## src/rtl/fsm.sv

```systemverilog
// Parking-lot car-direction detector: synchronises the two photo-sensors and
// recognises full enter/exit sequences, emitting a one-clock inc/dec pulse.
module fsm #(
    parameter int unsigned SYNC_STAGES = 2
) (
    input  logic clk,
    input  logic reset,
    input  logic a,
    input  logic b,
    output logic inc,
    output logic dec
);

    localparam int unsigned MSB = SYNC_STAGES - 1;

    localparam logic [2:0] ST_IDLE = 3'd0;
    localparam logic [2:0] ST_EN1  = 3'd1;
    localparam logic [2:0] ST_EN2  = 3'd2;
    localparam logic [2:0] ST_EN3  = 3'd3;
    localparam logic [2:0] ST_EX1  = 3'd4;
    localparam logic [2:0] ST_EX2  = 3'd5;
    localparam logic [2:0] ST_EX3  = 3'd6;
    localparam logic [2:0] ST_WAIT = 3'd7;

    logic [MSB:0] a_sync;
    logic [MSB:0] b_sync;
    logic [1:0]   ab;
    logic [2:0]   state;
    logic [2:0]   state_nxt;
    logic         inc_nxt;
    logic         dec_nxt;

    // Sensor synchronisers; the FSM only ever looks at the last stage.
    always_ff @(posedge clk or negedge reset) begin
        if (!reset) begin
            a_sync <= '0;
            b_sync <= '0;
        end else begin
            a_sync <= {a_sync[MSB-1:0], a};
            b_sync <= {b_sync[MSB-1:0], b};
        end
    end

    assign ab = {a_sync[MSB], b_sync[MSB]};

    always_ff @(posedge clk or negedge reset) begin
        if (!reset) begin
            state <= ST_IDLE;
            inc   <= 1'b0;
            dec   <= 1'b0;
        end else begin
            state <= state_nxt;
            inc   <= inc_nxt;
            dec   <= dec_nxt;
        end
    end

    // Next state; pulses fire on the edge that returns EN3/EX3 to IDLE.
    always_comb begin
        state_nxt = state;
        inc_nxt   = 1'b0;
        dec_nxt   = 1'b0;
        case (state)
            ST_IDLE: begin
                case (ab)
                    2'b10:   state_nxt = ST_EN1;
                    2'b01:   state_nxt = ST_EX1;
                    2'b11:   state_nxt = ST_WAIT;
                    default: state_nxt = ST_IDLE;
                endcase
            end
            ST_EN1: begin
                case (ab)
                    2'b11:   state_nxt = ST_EN2;
                    2'b00:   state_nxt = ST_IDLE;
                    2'b01:   state_nxt = ST_WAIT;
                    default: state_nxt = ST_EN1;
                endcase
            end
            ST_EN2: begin
                case (ab)
                    2'b01:   state_nxt = ST_EN3;
                    2'b10:   state_nxt = ST_EN1;
                    2'b00:   state_nxt = ST_WAIT;
                    default: state_nxt = ST_EN2;
                endcase
            end
            ST_EN3: begin
                case (ab)
                    2'b00: begin
                        state_nxt = ST_IDLE;
                        inc_nxt   = 1'b1;
                    end
                    2'b11:   state_nxt = ST_EN2;
                    2'b10:   state_nxt = ST_WAIT;
                    default: state_nxt = ST_EN3;
                endcase
            end
            ST_EX1: begin
                case (ab)
                    2'b11:   state_nxt = ST_EX2;
                    2'b00:   state_nxt = ST_IDLE;
                    2'b10:   state_nxt = ST_WAIT;
                    default: state_nxt = ST_EX1;
                endcase
            end
            ST_EX2: begin
                case (ab)
                    2'b10:   state_nxt = ST_EX3;
                    2'b01:   state_nxt = ST_EX1;
                    2'b00:   state_nxt = ST_WAIT;
                    default: state_nxt = ST_EX2;
                endcase
            end
            ST_EX3: begin
                case (ab)
                    2'b00: begin
                        state_nxt = ST_IDLE;
                        dec_nxt   = 1'b1;
                    end
                    2'b11:   state_nxt = ST_EX2;
                    2'b01:   state_nxt = ST_WAIT;
                    default: state_nxt = ST_EX3;
                endcase
            end
            ST_WAIT: begin
                if (ab == 2'b00) state_nxt = ST_IDLE;
            end
            default: state_nxt = ST_IDLE;
        endcase
    end

endmodule

```

## config.mk

```make
export PLATFORM = sky130hd
export DESIGN_NAME = fsm
export DESIGN_NICKNAME = d
export VERILOG_FILES = /design/src/rtl/fsm.sv
export SDC_FILE = /design/constraint.sdc
export NUM_CORES = 1
export LEC_CHECK = 0
export CAP_MARGIN = 15
export CORE_AREA = 2 2 39 41
export DETAILED_ROUTE_END_ITERATION = 6
export DIE_AREA = 0 0 41 43
export PLACE_DENSITY = 0.73
export SETUP_SLACK_MARGIN = 0.3
export SYNTH_ARGS = -nofsm -noshare
export SYNTH_HDL_FRONTEND = slang
export SYNTH_SLANG_ARGS = --single-unit
```

## constraint.sdc

```tcl
create_clock -name clk -period 1.5 [get_ports clk]
set_input_delay 0.225 -clock clk [delete_from_list [all_inputs] [get_ports clk]]
set_output_delay 0.225 -clock clk [all_outputs]
set_load 0.02 [all_outputs]
```

Word level (Yosys, flattened, before mapping) --
Index checks and enable logic that the tools add are counted.
Storage, ports and cells: output and inout bits 2, ROM bits 0, memories kept 0, latch bits 0, bits in writable memories 0, input port bits 4, word-level logic and storage cells 30, register bits 9
Cells by class: equality and inequality tests 11, reductions and logical operators 2, $add $sub $neg 0, multiplexer cells 12, bitwise logic cells 0, divide/modulo/power cells 0, multipliers 0, $lt $le $gt $ge 0, shift-type cells 0
Operators by type and width (number):
- 3-bit one-hot mux with 3 select lines | 6
- 3-bit one-hot mux with 8 select lines | 1
- 3-bit equality test (second input constant) | 4
- 3-bit by 2-bit equality test with 1-bit output (second input constant) | 2
- 2-bit one-hot mux with 3 select lines | 1
- 2-bit equality test (second input constant) | 2
- 3-bit by 1-bit equality test with 1-bit output (second input constant) | 1
- 3-bit zero test | 1
- 1-bit two-way mux | 3
- 3-bit two-way mux | 1
- 2-bit by 1-bit equality test with 1-bit output (second input constant) | 1
- 2-bit zero test | 1
- 2-bit != test (second input constant) | 1

Depth between registers and ports, before layout --
Gate-level depths: netlist of run 1.
depth in word-level cells 3, depth in mapped cells 5, mapped depth without buffers 5

Worst setup path after synthesis of run 1 --
Ideal clock, no wire load.
path kind reg-to-reg, start register a_sync[1], end register state[2], data required time 1381 ps, clock period less this slack 1635 ps, setup time 119 ps, stages on the path, launching flop included 6, arrival 1516 ps, buffers on the path 0, setup slack -135 ps, path through dfrtp_1 -> inv_1 -> ha_1 -> or2_0 -> mux4_2 -> o21a_1
On the way: cells in the longest elaborated chain, start to end 3, elaborated cells on any way between the ends 12, classes of those cells eq/ne (4); mux (7); reduce/logical (1)
RTL lines:
- from (decl) | line 25 | logic [MSB:0] a_sync;
- from (signal assigned) | line 39 | a_sync <= {a_sync[MSB-1:0], a};
- 2-bit by 1-bit equality test with 1-bit output (tied with other cells)
- 3-bit one-hot mux with 3 select lines (tied with other cells) | line 116 | case (ab)
- 3-bit one-hot mux with 8 select lines | line 63 | case (state)
- to (signal assigned) | line 52 | state <= state_nxt;
- to (decl) | line 28 | logic [2:0] state;
Several ways; a longest one is shown, not always the timed one. A chain may end at the register's enable or synchronous reset.

Worst setup path after layout of run 1 --
start register b_sync[1], end register state[2]
On the way: cells in the longest elaborated chain, start to end 3, elaborated cells on any way between the ends 12, classes of those cells eq/ne (4); mux (7); reduce/logical (1)
RTL lines:
- from (decl) | line 26 | logic [MSB:0] b_sync;
- from (signal assigned) | line 40 | b_sync <= {b_sync[MSB-1:0], b};
- 2-bit by 1-bit equality test with 1-bit output (tied with other cells)
- 3-bit one-hot mux with 3 select lines (tied with other cells) | line 116
- 3-bit one-hot mux with 8 select lines | line 63
Several ways; a longest one is shown, not always the timed one.

==> results of run 1 <==
==> cells by family (layout without fill, tap and decap cells) <==
| kind of cell | count (synthesis) | after routing | synth area share |
|---|---|---|---|
| simple gates | 10 | 10 | 0.106 |
| mux | 3 | 3 | 0.0991 |
| buf+inv | 9 | 25 | 0.0793 |
| compound gates | 10 | 10 | 0.143 |
| flops | 9 | 9 | 0.396 |
| fa+ha+maj | 8 | 8 | 0.176 |
==> Yosys cell counts (all sizes together) (2+ instances only) <==
cell type	count
dfrtp	9
mux4	2
buf	2
o211ai	2
ha	8
or2	2
o2111ai	2
inv	6
==> cell type report <==
cell class                 instances  area [um^2]
sequential                         9          228
multi-input combinational         31          375
fill                             122          587
clock buffer                       4         26.3
inverter                           6         25.0
tap                               16         20.0
timing repair buffer              15          123
==> power groups by stage <==
stage                     clock [mW]  sequential [mW]  combinational [mW]
after detailed placement           0            0.382               0.386
final                          0.194            0.382               0.440
after global placement             0            0.379               0.379
after floorplan                    0            0.335               0.350
after CTS                      0.200            0.378               0.414
after global routing           0.215            0.390               0.478
==> metrics by stage <==
stage          TNS, ns  utilization  instance area (um^2)  hold WS (ns)  instances
2_1_floorplan  -0.0739            -                   591       -0.0706         49
4_1_cts         -0.107        0.543                   752         0.272         79
6_report        -0.166        0.576                   797         0.268         81
3_3_place_gp   -0.0499        0.505                   698         0.338         75
3_5_place_dp    -0.146        0.505                   698         0.342         75
5_1_grt         -0.309        0.576                   797         0.301         81
==> routing by layer <==
metal  wire (um)  part of all wire  up-vias
met1         435              0.36      208
met5           0                 0        -
met3          90             0.075        4
met2         629              0.53       27
met4          40             0.033        0
li1            -                 -      206
==> sequential cells by signal (all words and copies together) (netlist names) <==
| name | count |
|---|---|
| a_sync | 2 |
| b_sync | 2 |
| dec | 1 |
| inc | 1 |
| state | 3 |
==> timing repair <==
action | in CTS | in global routing
hold buffers | 0 | 0
resized for setup | 9 | 6
endpoints found under the setup margin | 6 | 5
buffers inserted | 0 | 2
pin swaps | 2 | 4
==> final timing paths <==
check	startpoint	to	slack (ns)	depth (start not counted)
worst max-delay path	b_sync[1]	state[2]	-0.12	4
worst min-delay path	reset	state[2]	0.27	1
worst max register to register	b_sync[1]	state[2]	-0.12	4
worst min register to register	a_sync[0]	a_sync[1]	0.35	0
max in group asynchronous	reset	a_sync[1]	0.89	1
min in group clk	a_sync[0]	a_sync[1]	0.35	0
==> results by group, run 1 <==
Status
  – Failing checks: negative setup slack
  – Outcome: complete, but fails checks

Global routing
  – GR Layer Usage met2: 0.266
  – Vias in the first global route: 422
  – Largest net degree at the start of global routing: 14
  – Met3 GRT Util: 0.0314
  – First-pass GRT wire length: 1920 um
  – M1 GR Usage: 0.198
  – Initial antenna violation count: 0
  – Total gr overflow: 0
  – Global Route Usage Sum: 0.171
  – Global route hottest layer: met2

CTS
  – H-tree Lvls: 1
  – Total CTS buffers: 3
  – CTS root buf: clkbuf_4
  – # clock sinks: 9
  – CTS tree: built
  – Clk buf depth: 2
  – Clock transition at path regs: 0.07 ns
  – Worst-Skew Late Latency: 0.27 ns

Final layout
  – Ant. Diodes: 0
  – Share of layout cells above drive strength 1: 0.523
  – Commonest non-fill, non-tap cells in the layout: buf_4, dfrtp_1, ha_4
  – Nets: 78
  – Most common cell after layout, fill and taps aside: buf_4
  – Area grow syn2layout: 40.3%

Worst setup path
  – Worst Path Required: 1.66 ns
  – CP arrival: 1.78 ns
  – CP cell instances: ha_2 > or2_1 > mux4_2 > o21a_1
  – Crit path kind: reg -> reg
  – Crit. End Element: flop
  – CP peak stage delay: 0.46 ns
  – CP max stage cell: mux4_2
  – CP top delay family: multiplexers
  – Buffers plus inverters on the worst setup path: 0
  – Startpoint types: flop
  – Critical path peak fanout: 4

Floorplanning
  – Top Ports: 6
  – Die W: 41 um
  – DIE HEIGHT: 43 um
  – FP Rows: 14
  – Die footprint: 1760 um^2
  – Core Area: 1380 um^2
  – Initial Util: 0.410

Routing
  – Starting DRT DRC Count: 17
  – Wire length per cell: 14.8 um
  – Drt first pass iters: 4
  – Detailed-route via count: 445
  – WL final: 1200 um
  – Via/cell ratio: 5.49
  – Post-DRT Antenna Nets: 0
  – Post-route DRC: 0

Synthesis
  – Asr flop ratio synth: 1.00
  – Area contributors post-synth: dfrtp_1, ha_1, mux4_2, inv_1, o2111ai_1
  – Post-synth EDFFs: 0
  – Yosys top cell area share: 0.396
  – Synth area leader: dfrtp_1
  – Top_reg_cell synth: dfrtp_1
  – Cells after Synth: 49
  – Mean Syn Cell Area: 11.6 um^2
  – Synthesis Warnings: 0
  – Post-Syn Area: 568 um^2
  – Yosys reg bits: 9
  – Syn nets: 61
  – Register area share after synthesis: 0.396
  – Unique masters post-synth: 28

Timing
  – RSZ-0062 raised after global routing: yes
  – Final worst path period need: 1.62 ns
  – Worst setup margin: -0.116 ns
  – Period utilization: 1.08
  – Worst-Margin Slew: 0.453 ns
  – Fin. max-slew vios: 0
  – Layout Skew: 0.00867 ns
  – Max Freq: 0.619 GHz
  – Max transition margin: 0.697
  – Final Hold Viols: 0
  – Endpoints failing setup: 3

Power and ir drop
  – Flop pwr share: 0.376
  – Pint: 0.636 mW
  – NetSw: 0.380 mW
  – Power Density: 1270 nW/um^2
  – Power share of the clock group: 0.191
  – Net switching fraction of the power: 0.374
  – Comb pwr share: 0.433
  – Peak VDD IR: 0.676 mV
  – LEAKAGE: 0.349 nW
  – Power Total: 1.02 mW

Run
  – Total of max-cap violations: 0

Placement
  – Pre-CTS setup slack: -0.0918 ns
  – PortBufs: 5
  – Placer Congestion: 0.772

Hold path
  – HP Class: in -> async
No activity file was read; power rests on OpenSTA's default activity.
==> inputs of run 2 (changes only) <==
--- a/config.mk
+++ b/config.mk
@@ -9,7 +9,7 @@
 export CORE_AREA = 2 2 39 41
 export DETAILED_ROUTE_END_ITERATION = 6
 export DIE_AREA = 0 0 41 43
-export PLACE_DENSITY = 0.73
+export PLACE_DENSITY = 0.71
 export SETUP_SLACK_MARGIN = 0.3
 export SYNTH_ARGS = -nofsm -noshare
 export SYNTH_HDL_FRONTEND = slang
==> constraint.sdc (replaced) <==
create_clock -name clk -period 2.1 [get_ports clk]
set_input_delay 0.315 -clock clk [delete_from_list [all_inputs] [get_ports clk]]
set_output_delay 0.315 -clock clk [all_outputs]
set_load 0.02 [all_outputs]
==> run 2 against run 1 <==
Effect of this change:
- largest power group is now registers
- cell area down 19%
- count of clock-buffer cells in the layout unchanged
- sequential power down 22%
- global-route usage down 2.9 points
- sequential share of layout area up 6.6 points
- worst setup slack better by 0.55 ns
- clock power down 31%
- final cell count down 12%
- the flow now finishes without violations
- register-to-register slack better by 0.55 ns
- clock skew about the same
- die area unchanged
==> results by group, run 2 (synthesis gave the netlist of run 1 again) <==
Routing
  – Detailed-route via count: 384 (was 445)
  – Post-DRT Antenna Nets: 0 (unchanged)
  – Drt first pass iters: 4 (unchanged)
  – Wire length per cell: 12.9 um (was 14.8 um)
  – Via/cell ratio: 5.41 (was 5.49)
  – Post-route DRC: 0 (unchanged)
  – Starting DRT DRC Count: 9 (was 17)
  – WL final: 913 um (was 1200 um)

Floorplanning
  – Die W: 41 um (unchanged)
  – DIE HEIGHT: 43 um (unchanged)
  – Core Area: 1380 um^2 (unchanged)
  – FP Rows: 14 (unchanged)
  – Top Ports: 6 (unchanged)
  – Die footprint: 1760 um^2 (unchanged)
  – Initial Util: 0.410 (unchanged)

Timing
  – Max transition margin: 0.723 (was 0.697)
  – Period utilization: 0.793 (was 1.08)
  – Final Hold Viols: 0 (unchanged)
  – Final worst path period need: 1.67 ns (was 1.62 ns)
  – Endpoints failing setup: 0 (was 3)
  – Max Freq: 0.600 GHz (was 0.619 GHz)
  – Worst-Margin Slew: 0.414 ns (was 0.453 ns)
  – Fin. max-slew vios: 0 (unchanged)
  – RSZ-0062 raised after global routing: no (was yes)
  – Setup_tns: 0 ns (was -0.166 ns)
  – Layout Skew: 0.00890 ns (was 0.00867 ns)

Worst setup path
  – Startpoint types: flop (unchanged)
  – R2R depth: 5 (was 4)
  – Worst Path Required: 2.26 ns (was 1.66 ns)
  – Critical path peak fanout: 5 (was 4)
  – Crit. End Element: flop (unchanged)
  – CP arrival: 1.83 ns (was 1.78 ns)
  – Internal reg-to-reg setup slack: 0.43 ns (was -0.12 ns)
  – Origin of the critical flop-to-flop path: a_sync[1] (was b_sync[1])
  – Crit path kind: reg -> reg (unchanged)
  – RR Endpoint: state[2] (unchanged)

Final layout
  – Multi-input gate area: 298 um^2 (was 375 um^2)
  – Fillers: 127 (was 122)
  – Largest regs: state (3), a_sync (2), b_sync (2) (unchanged)
  – Ant. Diodes: 0 (unchanged)
  – Commonest non-fill, non-tap cells in the layout: ha_1, dfrtp_1, inv_1, clkdlybuf4s50_1, clkbuf_4 (was buf_4, dfrtp_1, ha_4)
  – Max FFs per register: 3 (unchanged)
  – Area grow syn2layout: 13.2% (was 40.3%)
  – Nets: 68 (was 78)
  – Sequential Area: 226 um^2 (was 228 um^2)
  – Post-layout util: 0.465 (was 0.576)
  – Fin cells: 71 (was 81)
  – Most flop-heavy register: state (unchanged)
  – Share of layout cells above drive strength 1: 0.200 (was 0.523)

CTS
  – # clock sinks: 9 (unchanged)
  – Worst-Skew Late Latency: 0.27 ns (about the same)
  – Post-CTS Setup Bufs: 0 (unchanged)
  – CTS tree: built (unchanged)
  – Clock transition at path regs: 0.06 ns (was 0.07 ns)
  – Hold Buf Count CTS: 0 (unchanged)
  – Resize count post-CTS: 0 (was 9)
  – CTS root buf: clkbuf_4 (unchanged)
  – Clk buf depth: 2 (unchanged)
  – H-tree Lvls: 1 (unchanged)
  – Total CTS buffers: 3 (unchanged)

Global routing
  – Initial antenna violation count: 0 (unchanged)
  – Total gr overflow: 0 (unchanged)
  – Vias in the first global route: 395 (was 422)
  – First-pass GRT wire length: 1640 um (was 1920 um)
  – Largest net degree at the start of global routing: 14 (unchanged)
  – Global Route Usage Sum: 0.142 (was 0.171)

Placement
  – PortBufs: 5 (unchanged)
  – Placer Congestion: 0.802 (was 0.772)
  – Post-DP HPWL: 722 um
  – # placed instances: 67 (was 75)

Status
  – Outcome: finished clean (was complete, but fails checks)

Power and ir drop
  – Power Total: 0.629 mW (was 1.02 mW)
  – Peak VDD IR: 0.508 mV (was 0.676 mV)
  – LEAKAGE: 0.288 nW (was 0.349 nW)
  – Power Density: 978 nW/um^2 (was 1270 nW/um^2)

Hold path
  – HP Class: in -> async (unchanged)

Run
  – Total of max-cap violations: 0 (unchanged)
-- run 2: cell count changes in the layout (fill, tap and decap cells not counted), moves of 2 or more --
cell | previous run | this run
buf_4 | 10 | 0
clkdlybuf4s50_1 | 3 | 5
dlygate4sd2_1 | 2 | 0
ha_1 | 3 | 8
ha_4 | 4 | 0
inv_1 | 2 | 5
inv_2 | 3 | 1
-- run 2: worst max path at each step --
| stage | startpoint | endpoint | slack [ns] | depth (start not counted) |
|---|---|---|---|---|
| final | a_sync[1] | state[2] | 0.43 | 5 |
| after global routing | a_sync[1] | state[2] | 0.36 | 5 |
| after CTS | a_sync[1] | state[2] | 0.38 | 5 |
| after detailed placement | a_sync[1] | state[2] | 0.38 | 5 |
| after global placement | a_sync[1] | state[2] | 0.43 | 5 |
| after floorplan | a_sync[1] | state[2] | 0.47 | 5 |
-- run 2: area by class of cell --
cell class / count / share of cell area
Multi-Input combinational cell: 31 / 0.463
Sequential cell: 9 / 0.352
Timing Repair Buffer: 5 / 0.0778
Clock buffer: 4 / 0.0409
Inverter: 6 / 0.0350
Tap cell: 16 / 0.0311
-- run 2: critical path, cell delays in order, from the launching register on --
cell	delay, ns
dfrtp_2	0.40
inv_1	0.09
ha_1	0.21
or2_0	0.24
mux4_2	0.45
o21a_1	0.17
-- run 2: stage by stage --
| stage | hold slack, ns | instance area, um^2 | setup WS, ns |
|---|---|---|---|
| 2_1_floorplan | 0.0194 | 568 | 0.465 |
| 3_3_place_gp | 0.342 | 616 | 0.428 |
| 3_5_place_dp | 0.346 | 616 | 0.381 |
| 4_1_cts | 0.356 | 642 | 0.378 |
| 5_1_grt | 0.364 | 643 | 0.358 |
| 6_report | 0.344 | 643 | 0.434 |
-- run 2: metal layers --
layer  GRT usage  vias up  routed length, um
met1       0.147      187                350
met4      0.0267        0                  0
met5           0        -                  0
met2       0.231       14                497
met3      0.0942        0                 65
li1            -      183                  -
-- run 2: power breakdown --
| group | leakage [nW] | switching (mW) | internal [mW] |
|---|---|---|---|
| Sequential | 0.108 | 0.0878 | 0.210 |
| Clock | 0.0150 | 0.0609 | 0.0733 |
| Combinational | 0.165 | 0.0762 | 0.121 |
==> inputs of run 3 (changes only) <==
--- a/config.mk
+++ b/config.mk
@@ -9,7 +9,7 @@
 export CORE_AREA = 2 2 39 41
 export DETAILED_ROUTE_END_ITERATION = 6
 export DIE_AREA = 0 0 41 43
-export PLACE_DENSITY = 0.71
+export PLACE_DENSITY = 0.73
 export SETUP_SLACK_MARGIN = 0.3
 export SYNTH_ARGS = -nofsm -noshare
 export SYNTH_HDL_FRONTEND = slang
==> constraint.sdc (replaced) <==
create_clock -name clk -period 1.4 [get_ports clk]
set_input_delay 0.21 -clock clk [delete_from_list [all_inputs] [get_ports clk]]
set_output_delay 0.21 -clock clk [all_outputs]
set_load 0.02 [all_outputs]
==> run 3 against run 2 <==
Effect of this change:
- the run now ends with negative setup slack left
- clock skew is 0.0017 ns lower
- die area is the same
- non-clock buffer count rose by 15
- sequential power is 40% higher
- utilization increased by 12 points
- worst hold slack worse by 0.11 ns
- count of clock-buffer cells in the layout did not move
- sequential cell count unchanged
- critical path type unchanged
- highest routed layer is now met4
==> results by group, run 3 (synthesis gave the netlist of run 1 again) <==
Timing
  – Max Freq: 0.630 GHz (was 0.600 GHz)
  – Layout Skew: 0.00717 ns (was 0.00890 ns)
  – RSZ-0062 raised after global routing: yes (was no)
  – Max transition margin: 0.706 (was 0.723)
  – Period utilization: 1.13 (was 0.793)
  – Worst setup margin: -0.187 ns (was 0.434 ns)
  – Fin. max-slew vios: 0 (unchanged)
  – Worst-Margin Slew: 0.441 ns (was 0.414 ns)
  – Endpoints failing setup: 3 (was 0)
  – Final Hold Viols: 0 (unchanged)
  – Final worst path period need: 1.59 ns (was 1.67 ns)
  – Setup_tns: -0.375 ns (was 0 ns)

Routing
  – WL final: 1090 um (was 913 um)
  – Starting DRT DRC Count: 2 (was 9)
  – Post-route DRC: 0 (unchanged)
  – Drt first pass iters: 4 (unchanged)
  – Detailed-route via count: 440 (was 384)
  – Via/cell ratio: 5.12 (was 5.41)
  – Post-DRT Antenna Nets: 0 (unchanged)
  – Wire length per cell: 12.7 um (was 12.9 um)

Worst setup path
  – CP cell instances: ha_2 > or2_1 > mux4_2 > o21a_1 (was inv_1 > ha_1 > or2_0 > mux4_2 > o21a_1)
  – CP top delay family: multiplexers (unchanged)
  – Crit path kind: reg -> reg (unchanged)
  – CP peak stage delay: 0.45 ns (about the same)
  – Buffers plus inverters on the worst setup path: 0 (was 1)
  – Worst Path Required: 1.56 ns (was 2.26 ns)
  – Critical path peak fanout: 5 (unchanged)
  – Crit. End Element: flop (unchanged)
  – Startpoint types: flop (unchanged)
  – CP arrival: 1.74 ns (was 1.83 ns)
  – CP max stage cell: mux4_2 (unchanged)

Final layout
  – Post-layout util: 0.588 (was 0.465)
  – Commonest non-fill, non-tap cells in the layout: buf_4, dfrtp_1, ha_1 (was ha_1, dfrtp_1, inv_1, clkdlybuf4s50_1, clkbuf_4)
  – Most flop-heavy register: state (unchanged)
  – Nets: 83 (was 68)
  – Share of layout cells above drive strength 1: 0.557 (was 0.200)
  – Area grow syn2layout: 43.2% (was 13.2%)
  – Ant. Diodes: 0 (unchanged)
  – Max FFs per register: 3 (unchanged)
  – Multi-input gate area: 357 um^2 (was 298 um^2)
  – Post-route cell area: 813 um^2 (was 643 um^2)
  – Sequential Area: 228 um^2 (was 226 um^2)
  – Fillers: 113 (was 127)
  – Largest regs: state (3), a_sync (2), b_sync (2) (unchanged)
  – Most common cell after layout, fill and taps aside: buf_4

Global routing
  – Largest net degree at the start of global routing: 14 (unchanged)
  – Total gr overflow: 0 (unchanged)
  – First-pass GRT wire length: 1730 um (was 1640 um)
  – Initial antenna violation count: 0 (unchanged)
  – Global Route Usage Sum: 0.160 (was 0.142)
  – Vias in the first global route: 421 (was 395)

CTS
  – Clk buf depth: 2 (unchanged)
  – H-tree Lvls: 1 (unchanged)
  – Clock transition at path regs: 0.06 ns (about the same)
  – Worst-Skew Late Latency: 0.26 ns (was 0.27 ns)
  – CTS tree: built (unchanged)
  – Total CTS buffers: 3 (unchanged)
  – # clock sinks: 9 (unchanged)
  – CTS root buf: clkbuf_4 (unchanged)

Placement
  – Pre-CTS setup slack: -0.195 ns (was 0.381 ns)
  – Post-DP Area: 713 um^2 (was 616 um^2)
  – PortBufs: 5 (unchanged)
  – Post-DP HPWL: 811 um (was 722 um)
  – Placer Congestion: 0.736 (was 0.802)

Power and ir drop
  – LEAKAGE: 0.379 nW (was 0.288 nW)
  – Power Total: 1.08 mW (was 0.629 mW)
  – Peak VDD IR: 0.862 mV (was 0.508 mV)
  – Power Density: 1330 nW/um^2 (was 978 nW/um^2)

Floorplanning
  – Top Ports: 6 (unchanged)
  – Core Area: 1380 um^2 (unchanged)
  – FP Rows: 14 (unchanged)
  – Die W: 41 um (unchanged)
  – Die footprint: 1760 um^2 (unchanged)
  – Initial Util: 0.410 (unchanged)
  – DIE HEIGHT: 43 um (unchanged)

Hold path
  – HP Class: in -> async (unchanged)

Status
  – Outcome: complete, but fails checks (was finished clean)
  – Failing checks: negative setup slack

Run
  – Total of max-cap violations: 0 (unchanged)
## run 3: cell types whose count changed in the layout (fill, tap and decap cells not counted), moves of 2 or more
cell	before	now
clkdlybuf4s50_1	5	3
buf_2	0	2
buf_6	0	2
ha_4	0	2
ha_2	0	2
ha_1	8	4
inv_2	1	3
buf_4	0	13
inv_1	5	3
## run 3: path summary, 6_finish.rpt
path / start / slack (ns) / end / cells past startpoint
min in group clk: b_sync[0] / 0.35 / b_sync[1] / 0
hold / removal: reset / 0.23 / state[0] / 1
max in group asynchronous: reset / 0.86 / b_sync[1] / 1
setup reg to reg: b_sync[1] / -0.19 / state[2] / 4
setup / recovery: b_sync[1] / -0.19 / state[2] / 4
hold reg to reg: b_sync[0] / 0.35 / b_sync[1] / 0
## run 3: layout make-up
cell class	count	area share
Tap cell	16	0.0246
Sequential cell	9	0.280
Inverter	6	0.0277
Multi-Input combinational cell	31	0.438
Clock buffer	4	0.0323
Timing Repair Buffer	20	0.197
## run 3: where the power goes
part | internal, mW | leakage [nW] | total (mW) | switching, mW
registers | 0.315 | 0.107 | 0.415 | 0.0994
clock network | 0.110 | 0.0150 | 0.197 | 0.0870
logic | 0.260 | 0.257 | 0.468 | 0.208
total | 0.685 | 0.379 | 1.08 | 0.394
## run 3: worst register-to-register path: cells and delay by family (launching register included)
| family | cells | cell delay [ns] |
|---|---|---|
| simple gates | 1 | 0.23 |
| mux | 1 | 0.45 |
| fa+ha+maj | 1 | 0.19 |
| compound gates | 1 | 0.18 |
| flops | 1 | 0.44 |
## run 3: metal layers
layer  track usage  vias up  routed length [um]
met3        0.0942        4                  67
met1         0.152      210                 412
li1              -      215                   -
met2         0.256       11                 587
met5             0        -                   0
met4        0.0800        0                  26
## run 3: metrics by stage
| step | hold WS (ns) | cells |
|---|---|---|
| detailed placement | 0.344 | 77 |
| global route | 0.258 | 86 |
| CTS | 0.243 | 85 |
| floorplan | -0.0856 | 49 |
| finish | 0.234 | 86 |
| global placement | 0.337 | 77 |
## run 3: what timing repair did
item                                    in CTS  in global routing
hold buffers                                 0                  0
endpoints found under the setup margin       7                  7
resized for setup                           12                  8
endpoints found under the hold margin        0                  0
gates cloned                                 0                  0
pin swaps                                    3                  4
buffers inserted                             4                  1
==> RTL edit: new RTL, settings of run 3 <==
`SYNC_STAGES`: 2 -> 4.
--- a/src/rtl/fsm.sv
+++ b/src/rtl/fsm.sv
@@ -1,7 +1,7 @@
 // Parking-lot car-direction detector: synchronises the two photo-sensors and
 // recognises full enter/exit sequences, emitting a one-clock inc/dec pulse.
 module fsm #(
-    parameter int unsigned SYNC_STAGES = 2
+    parameter int unsigned SYNC_STAGES = 4
 ) (
     input  logic clk,
     input  logic reset,
Behaviour: not the same (a bounded check fails within 10 cycles, from zero or initial values and one cycle with reset low).
==> RTL edit against run 3 <==
- the flow still finishes with violations (setup timing)
- combinational power grew 66%
- setup slack lost 0.0039 ns
- routed wire length grew 38%
- power grew 41%
- sequential share of layout area grew 5.0 points
- sequential cell count grew 4
- area after synthesis grew 21%
- design area grew 22%
==> RTL edit: results (changes against run 3) <==
The fraction of final layout cells sized beyond drive strength 1 came out at 50.00% (-5.7 points). The synthesized-area fraction occupied by ao, oa, aoi and oai cells is 14.60% (+0.28 points). The number of cells on the worst reg-to-reg path was 6 (+2). The critical path's slowest cell is dfrtp_1.

The antenna diode instance count was 0 (unchanged). The worst IR drop on VDD is 1.023 mV (+19%). The wire length of the first global-routing pass came to 2435 microns (+41%). The sequential fraction of the synthesis area came out at 47.45% (+7.8 points). The total placed cells including tap cells came to 91 (+18%). The synthesized netlist net count is 71 (+16%).

The setup total negative slack came out at -0.3414 ns (+0.03347 ns). The detail-routed via count per cell is 5.385 (+5.3%). The area of placed instances came out at 855.8 sq um (+20%). The final hold slack is 0.2500 ns (+0.01558 ns). The filler cell count in the final layout is 102 (-9.7%). The count of endpoints failing setup in the final report is 3 (unchanged). After synthesis, the most frequently instantiated cells are dfrtp_1 (13), ha_1 (8), nor2_1 (6). Yosys attributes the largest share of cell area to dfrtp_1 (47%), ha_1 (15%), nor2_1 (3.3%). The HPWL reported at the end of detailed placement came to 1042 microns (+28%). The final worst setup slack came to -0.1905 ns (-0.003851 ns). The reg-to-reg critical path startpoint is b_sync[3]. The count of placed standard cells in the final layout, fillers left out is 96 (+12%). The number of global-route vias before repair came out at 559 (+33%). The number of nets in the finished design is 93 (+12%). The adder-cell area share of the yosys netlist is 14.60% (-3.0 points). The maximum cell stage delay along the critical path is 0.36 ns (-0.09 ns). The final reports fail on setup timing. The transition time at the pin with the least slew margin came out at 0.4247 ns (-0.01675 ns). The mux share of post-synthesis cell area is 3.102% (-6.8 points). The endpoint of the lowest-slack register-to-register path is state[1]. The number of cells produced by synthesis came to 59 (+20%). The worst-case clock skew is 0.0009348 ns (-0.006237 ns). The largest registers in the layout are a_sync x4, b_sync x4, state x3. The number of DRC markers in iteration 0 is 4 (+2). The highest net fanout along the worst path came out at 3 (-2). The routed wirelength normalized by instance count is 15.68 microns (+23%). The run finished, with violations left. Among cell families on the critical path, the largest total delay comes from compound AO/OA/AOI/OAI gates.
## RTL edit: cell count changes in the layout (fill, tap and decap cells not counted), moves of 2 or more
| cell | run 3 | this run |
|---|---|---|
| nor2_2 | 0 | 2 |
| nor3b_1 | 0 | 2 |
| dfrtp_1 | 7 | 12 |
| inv_1 | 3 | 1 |
| mux4_2 | 2 | 0 |
| nor2_1 | 1 | 3 |
| o2111ai_1 | 2 | 0 |
| buf_4 | 13 | 11 |
| ha_4 | 2 | 4 |
| nand2_1 | 0 | 3 |
## RTL edit: per-layer routing
layer  GRT usage (%)  wire length, microns  vias to the layer above
met5               0                     0                        -
met4           8.000                    14                        0
met3           3.141                    21                        2
met2           32.81                   804                        7
met1           27.46                   665                      256
li1                -                     -                      252
## RTL edit: logic make-up (layout without fill, tap and decap cells)
family,after synthesis,in the layout
and+or+nand+nor,19,19
DFF,13,13
AOI/OAI and AO/OA,12,12
adders and majority gates,8,8
buffers and inverters,5,26
muxes,2,2
## RTL edit: power by group
part | switching, mW | leakage [nW] | internal [mW]
Clock | 0.0989 | 0.0150 | 0.110
Sequential | 0.0952 | 0.154 | 0.443
Combinational | 0.375 | 0.272 | 0.400
Total | 0.569 | 0.441 | 0.953
## RTL edit: layout make-up
cell class / instances / area (sq um) / area share, %
clock buffers: 4 / 26.28 / 2.655
inverters: 3 / 11.26 / 1.138
multi-input cells: 41 / 449.2 / 45.39
flip-flops and latches: 13 / 326.6 / 33.00
well taps: 16 / 20.02 / 2.023
repair buffers: 19 / 156.4 / 15.80
## RTL edit: worst max path at each step
stage | startpoint | endpoint | slack (ns) | depth (start not counted)
finish | b_sync[3] | state[1] | -0.19 | 6
CTS | a_sync[3] | state[1] | -0.19 | 5
detailed placement | b_sync[3] | state[1] | -0.21 | 5
global route | a_sync[3] | state[1] | -0.29 | 5
global placement | b_sync[3] | state[1] | -0.16 | 5
floorplan | b_sync[3] | state[1] | -0.23 | 5
## RTL edit: worst register-to-register path: cells and delay by family (launching register included)
| kind | cells | cell delay, ns |
|---|---|---|
| and+or+nand+nor | 1 | 0.14 |
| adders and majority gates | 1 | 0.18 |
| DFF | 1 | 0.36 |
| buffers and inverters | 2 | 0.21 |
| AOI/OAI and AO/OA | 2 | 0.59 |
## RTL edit: stage by stage
step | utilization, % | power (mW) | setup slack (ns)
final | 71.52 | 1.522 | -0.1905
after global placement | 61.84 | 1.117 | -0.1566
after floorplan | - | 0.9546 | -0.2329
after CTS | 71.07 | 1.465 | -0.1870
after detailed placement | 61.84 | 1.137 | -0.2094
after global routing | 71.52 | 1.615 | -0.2850
## RTL edit: repair_timing
item                                   CTS  global route
resized for setup                       25             6
pin swaps                                6             2
endpoints found under the hold margin    0             0
setup endpoints to repair                7             7
buffers inserted                         1             0
